[src/rtl/prv_trap_sequencer.sv]
// prv_trap_sequencer
//   Trap sequencer between the hazard unit and the privilege block.
//   Prioritises exception/interrupt cause vectors, latches epc/badaddr/cause,
//   holds a registered trap request until the priv block accepts it, then
//   sequences the pipeline flush and PC insertion. Also handles xRET
//   redirects and WFI stalls.
//
// Ports
//   CLK          in   clock, all state on rising edge
//   nRST         in   asynchronous active-low reset
//   exc_vec      in   exception causes (bit i = cause code i)
//   exc_epc      in   PC of the faulting/interrupted instruction
//   exc_badaddr  in   faulting address/instruction (tval)
//   int_pending  in   pending interrupt lines (mip)
//   int_enable   in   per-line interrupt enables (mie)
//   global_ie    in   global interrupt enable (mstatus.MIE)
//   ret          in   xRET retiring this cycle
//   wfi          in   WFI retiring this cycle
//   trap_ready   in   priv block accepted the trap
//   trap_valid   out  registered trap request
//   trap_is_intr out  1 = interrupt, 0 = exception
//   trap_cause   out  winning cause code
//   trap_epc     out  latched epc
//   trap_badaddr out  latched badaddr (0 for interrupts)
//   insert_pc    out  one-cycle pulse: fetch loads priv PC
//   pipe_clear   out  pipeline flush, FLUSH_CYCLES cycles per redirect
//   wfi_stall    out  hold pipeline while waiting for interrupt
module prv_trap_sequencer #(
  parameter  int unsigned XLEN         = 32,
  parameter  int unsigned NUM_EXC      = 16,
  parameter  int unsigned NUM_INT      = 16,
  parameter  int unsigned FLUSH_CYCLES = 2,
  localparam int unsigned MAXN         = (NUM_EXC > NUM_INT) ? NUM_EXC : NUM_INT,
  localparam int unsigned CW           = (MAXN > 1) ? $clog2(MAXN) : 1
) (
  input  logic               CLK,
  input  logic               nRST,
  input  logic [NUM_EXC-1:0] exc_vec,
  input  logic [XLEN-1:0]    exc_epc,
  input  logic [XLEN-1:0]    exc_badaddr,
  input  logic [NUM_INT-1:0] int_pending,
  input  logic [NUM_INT-1:0] int_enable,
  input  logic               global_ie,
  input  logic               ret,
  input  logic               wfi,
  input  logic               trap_ready,
  output logic               trap_valid,
  output logic               trap_is_intr,
  output logic [CW-1:0]      trap_cause,
  output logic [XLEN-1:0]    trap_epc,
  output logic [XLEN-1:0]    trap_badaddr,
  output logic               insert_pc,
  output logic               pipe_clear,
  output logic               wfi_stall
);

  localparam int unsigned FW = (FLUSH_CYCLES > 1) ? $clog2(FLUSH_CYCLES) : 1;

  typedef enum logic [1:0] {
    IDLE,
    REQ,
    FLUSH,
    WFI
  } state_t;

  state_t             state_q, state_d;
  logic [FW-1:0]      flush_cnt;
  logic               flush_last;

  logic               exc_any;
  logic [CW-1:0]      exc_code;
  logic [NUM_INT-1:0] int_cand;
  logic               int_any;
  logic [CW-1:0]      int_code;

  logic               load;
  logic               load_intr;

  // Lowest set exception bit wins.
  always_comb begin
    exc_any  = 1'b0;
    exc_code = '0;
    for (int unsigned i = 0; i < NUM_EXC; i++) begin
      if (exc_vec[i] && !exc_any) begin
        exc_code = CW'(i);
        exc_any  = 1'b1;
      end
    end
  end

  // Highest set interrupt bit wins (later iterations overwrite earlier ones).
  always_comb begin
    int_cand = int_pending & int_enable;
    int_any  = |int_cand;
    int_code = '0;
    for (int unsigned i = 0; i < NUM_INT; i++) begin
      if (int_cand[i]) begin
        int_code = CW'(i);
      end
    end
  end

  assign flush_last = (flush_cnt == FW'(FLUSH_CYCLES - 1));

  always_comb begin
    state_d   = state_q;
    load      = 1'b0;
    load_intr = 1'b0;
    unique case (state_q)
      IDLE: begin
        if (exc_any) begin
          state_d = REQ;
          load    = 1'b1;
        end else if (int_any && global_ie) begin
          state_d   = REQ;
          load      = 1'b1;
          load_intr = 1'b1;
        end else if (ret) begin
          state_d = FLUSH;
        end else if (wfi) begin
          state_d = WFI;
        end
      end
      REQ: begin
        if (trap_ready) begin
          state_d = FLUSH;
        end
      end
      FLUSH: begin
        if (flush_last) begin
          state_d = IDLE;
        end
      end
      WFI: begin
        // Wake ignores global_ie; it only decides trap versus plain resume.
        if (exc_any) begin
          state_d = REQ;
          load    = 1'b1;
        end else if (int_any) begin
          if (global_ie) begin
            state_d   = REQ;
            load      = 1'b1;
            load_intr = 1'b1;
          end else begin
            state_d = IDLE;
          end
        end
      end
      default: state_d = IDLE;
    endcase
  end

  always_ff @(posedge CLK or negedge nRST) begin
    if (!nRST) begin
      state_q <= IDLE;
    end else begin
      state_q <= state_d;
    end
  end

  always_ff @(posedge CLK or negedge nRST) begin
    if (!nRST) begin
      flush_cnt <= '0;
    end else if (state_q == FLUSH && !flush_last) begin
      flush_cnt <= flush_cnt + FW'(1);
    end else begin
      flush_cnt <= '0;
    end
  end

  always_ff @(posedge CLK or negedge nRST) begin
    if (!nRST) begin
      trap_is_intr <= 1'b0;
      trap_cause   <= '0;
      trap_epc     <= '0;
      trap_badaddr <= '0;
    end else if (load) begin
      trap_is_intr <= load_intr;
      trap_cause   <= load_intr ? int_code : exc_code;
      trap_epc     <= exc_epc;
      trap_badaddr <= load_intr ? '0 : exc_badaddr;
    end
  end

  always_comb begin
    trap_valid = (state_q == REQ);
    pipe_clear = (state_q == FLUSH);
    insert_pc  = (state_q == FLUSH) && (flush_cnt == '0);
    wfi_stall  = (state_q == WFI);
  end

endmodule

[config.mk]
export PLATFORM = sky130hd
export DESIGN_NAME = prv_trap_sequencer
export DESIGN_NICKNAME = d
export VERILOG_FILES = /design/src/rtl/prv_trap_sequencer.sv
export SDC_FILE = /design/constraint.sdc
export NUM_CORES = 1
export LEC_CHECK = 0
export BUFFER_PORTS_ARGS = -buffer_cell sky130_fd_sc_hd__buf_2
export CAP_MARGIN = 20
export CORE_ASPECT_RATIO = 0.8
export CORE_UTILIZATION = 30
export CTS_BUF_LIST = sky130_fd_sc_hd__clkbuf_16
export CTS_CLUSTER_SIZE = 24
export DETAILED_ROUTE_END_ITERATION = 10
export HOLD_SLACK_MARGIN = 0.03
export SYNTH_ARGS = -nofsm -noshare
export SYNTH_HDL_FRONTEND = slang
export SYNTH_SLANG_ARGS = --single-unit
[constraint.sdc]
create_clock -name CLK -period 3.4 [get_ports CLK]
set_input_delay 0.34 -clock CLK [delete_from_list [all_inputs] [get_ports CLK]]
set_output_delay 0.34 -clock CLK [all_outputs]
set_load 0.1 [all_outputs]
==> flow_summary.json <==
{
  "n_antenna_cell": 0,
  "dpl_cell_area_sq_um": 4570,
  "min_path_type": "input pin to asynchronous set/reset pin",
  "dieArea_sq_um": 12100,
  "cp.arrival_ns": 2.72,
  "cp_max_fo": 16,
  "finalWirelength_mm": 9.76,
  "setup_viol": 0,
  "cts-root-buf": "clkbuf_16",
  "cpPeakStageDelay_ns": 0.65,
  "fp.coreArea_sq_um": 11100,
  "wl_per_cell_microns": 13.4,
  "seq_area_frac_synth_pct": 51.4,
  "grt_usage_pct": 16.9,
  "finalSetupTns_ns": 0,
  "postLayoutCellArea_sq_um": 4820,
  "clk_pin_slew_ns": 0.05,
  "drcViolationCount": 0,
  "hold_viol": 0,
  "die_w_microns": 123,
  "final_common_cell": "buf_2",
  "clk_latency_ns": 0.32,
  "synth-edff-count": 0,
  "start_util_pct": 31.5,
  "grt_pass1_wl_mm": 16.0,
  "post-route-period-util_pct": 73.8,
  "via_per_inst": 4.77,
  "dr_total_vias": 3470,
  "synth_warnings": 0,
  "place_ws_ns": 0.530,
  "yosysTopAreaCellShare_pct": 51.4,
  "postSynthCellCount": 394,
  "instances_no_fill": 727,
  "ioPinCount": 191,
  "crit_slowest_cell": "or3_2",
  "crit_chain": "buf_2 > or4_4 > or3_4 > or2_1 > or3_2 > buf_4 > nand3_1 > nand2_1",
  "finalWorstSetupSlack_ns": 0.892,
  "numCtsBuffers": 9,
  "outcome": "completed",
  "antenna_left": 0,
  "grt_max_degree": 73,
  "clock_sinks": 72,
  "grt_overflow": 0,
  "dr.pass1.iters": 7,
  "std_cell_rows": 34,
  "rsz0062_at_grt": "false",
  "synth-main-ff-cell": "dfrtp_1",
  "initialDrtViolationCount": 225,
  "synth_cell_types": 48,
  "fin_skew_ns": 0.00225,
  "mostFrequentLayoutCells": "buf_2, nand2_1, dfrtp_1, nand3_2, nand3_1",
  "mappedNetlistNets": 516,
  "antenna_found_initial": 0,
  "crit_path_start_kind": "input pin",
  "drive_gt1_share_pct": 40.3,
  "grt_pass1_vias": 3306,
  "layout_min_cycle_time_ns": 2.51,
  "cts_tree": "built",
  "syn-cell-area_sq_um": 3500,
  "ys_ff_latch": 72,
  "synth_top_cell_by_area": "dfrtp_1",
  "relSlewSlack_pct": 39.0,
  "synth.area.top_cells": "dfrtp_1, nand2_1, nand3_2",
  "crit_type": "input pin to flop",
  "dp_hpwl_mm": 7.28,
  "postCtsHoldBufs": 0,
  "cts_resized": 0,
  "gp_congestion": 0.854,
  "critical_path.endpoint_type": "flop",
  "critPathRequiredTime_ns": 3.61,
  "syn_area_per_cell_sq_um": 8.89,
  "die_y_microns": 98.6,
  "portBuffers": 190,
  "syn2layout_area_growth_pct": 37.5,
  "ys_async_sr_fraction_pct": 100,
  "maxCapViolCount": 0,
  "cts.path.max_buffers": 2,
  "nets": 703,
  "htree_levels": 3,
  "slew_viol_final": 0,
  "worstMarginPinSlew_ns": 0.915,
  "placedCellCount": 714,
  "max_freq_mhz": 399,
  "post-cts-setup-buffers": 0
}
-- critical path: cells and delay by family --
| kind | cells | cell delay (ns) |
|---|---|---|
| AND/OR/NAND/NOR | 6 | 1.99 |
| buffers and inverters | 2 | 0.38 |
-- metal layers --
layer  global-route usage, %  wire (microns)
met5                       0               0
met4                    5.91             138
met3                    5.73             889
met2                    25.9            4330
met1                    22.2            4400
-- layout make-up --
class,instances,area (sq um)
Fill cell,1144,6290
Sequential cell,72,1800
Multi-Input combinational cell,295,1560
Timing Repair Buffer,195,1000
Clock buffer,9,225
Tap cell,144,180
Inverter,8,30.0
Clock inverter,4,17.5
-- logic make-up (layout without fill, tap and decap cells) --
logic type                 after synthesis  in the layout  share of synthesized area [%]
muxes                                    1              1                          0.286
and+or+nand+nor                        242            242                           32.1
DFF                                     72             72                           51.4
buffers and inverters                   27            216                           4.50
adders and majority gates                4              4                           1.43
AOI/OAI and AO/OA                       48             48                           10.2
-- cell usage after synthesis (all sizes together), types with 5 or more instances --
master / instances
nor3: 7
nand2: 175
dfrtp: 72
a21oi: 8
a22o: 5
buf: 14
inv: 8
nand3: 35
o21ai: 5
clkbuf: 5
nor2: 9
-- sequential cells by signal (all words and copies together), names as in the netlist --
signal / cells
trap_badaddr: 32
trap_epc: 32
trap_cause: 4
state_q: 2
flush_cnt: 1
trap_is_intr: 1
-- path summary, 6_finish.rpt --
path / from / depth (start not counted) / slack (ns) / end
max: exc_vec[8] / 8 / 0.89 / trap_badaddr[5]
min: nRST / 1 / 0.16 / trap_epc[16]
max reg2reg: state_q[0] / 8 / 0.92 / trap_badaddr[5]
min reg2reg: flush_cnt / 1 / 0.44 / flush_cnt
max in group asynchronous: nRST / 1 / 2.65 / trap_badaddr[1]
min in group CLK: exc_epc[12] / 3 / 0.20 / trap_epc[12]
-- metrics by stage --
stage | hold WS (ns) | utilization [%]
floorplan | 0.0444 | -
global placement | 0.413 | 41.2
detailed placement | 0.430 | 41.2
CTS | 0.187 | 43.4
global route | 0.196 | 43.4
finish | 0.156 | 43.4
Power is not shown: default switching activity piles up to over one toggle a cycle in this logic, so the estimate is an artifact.
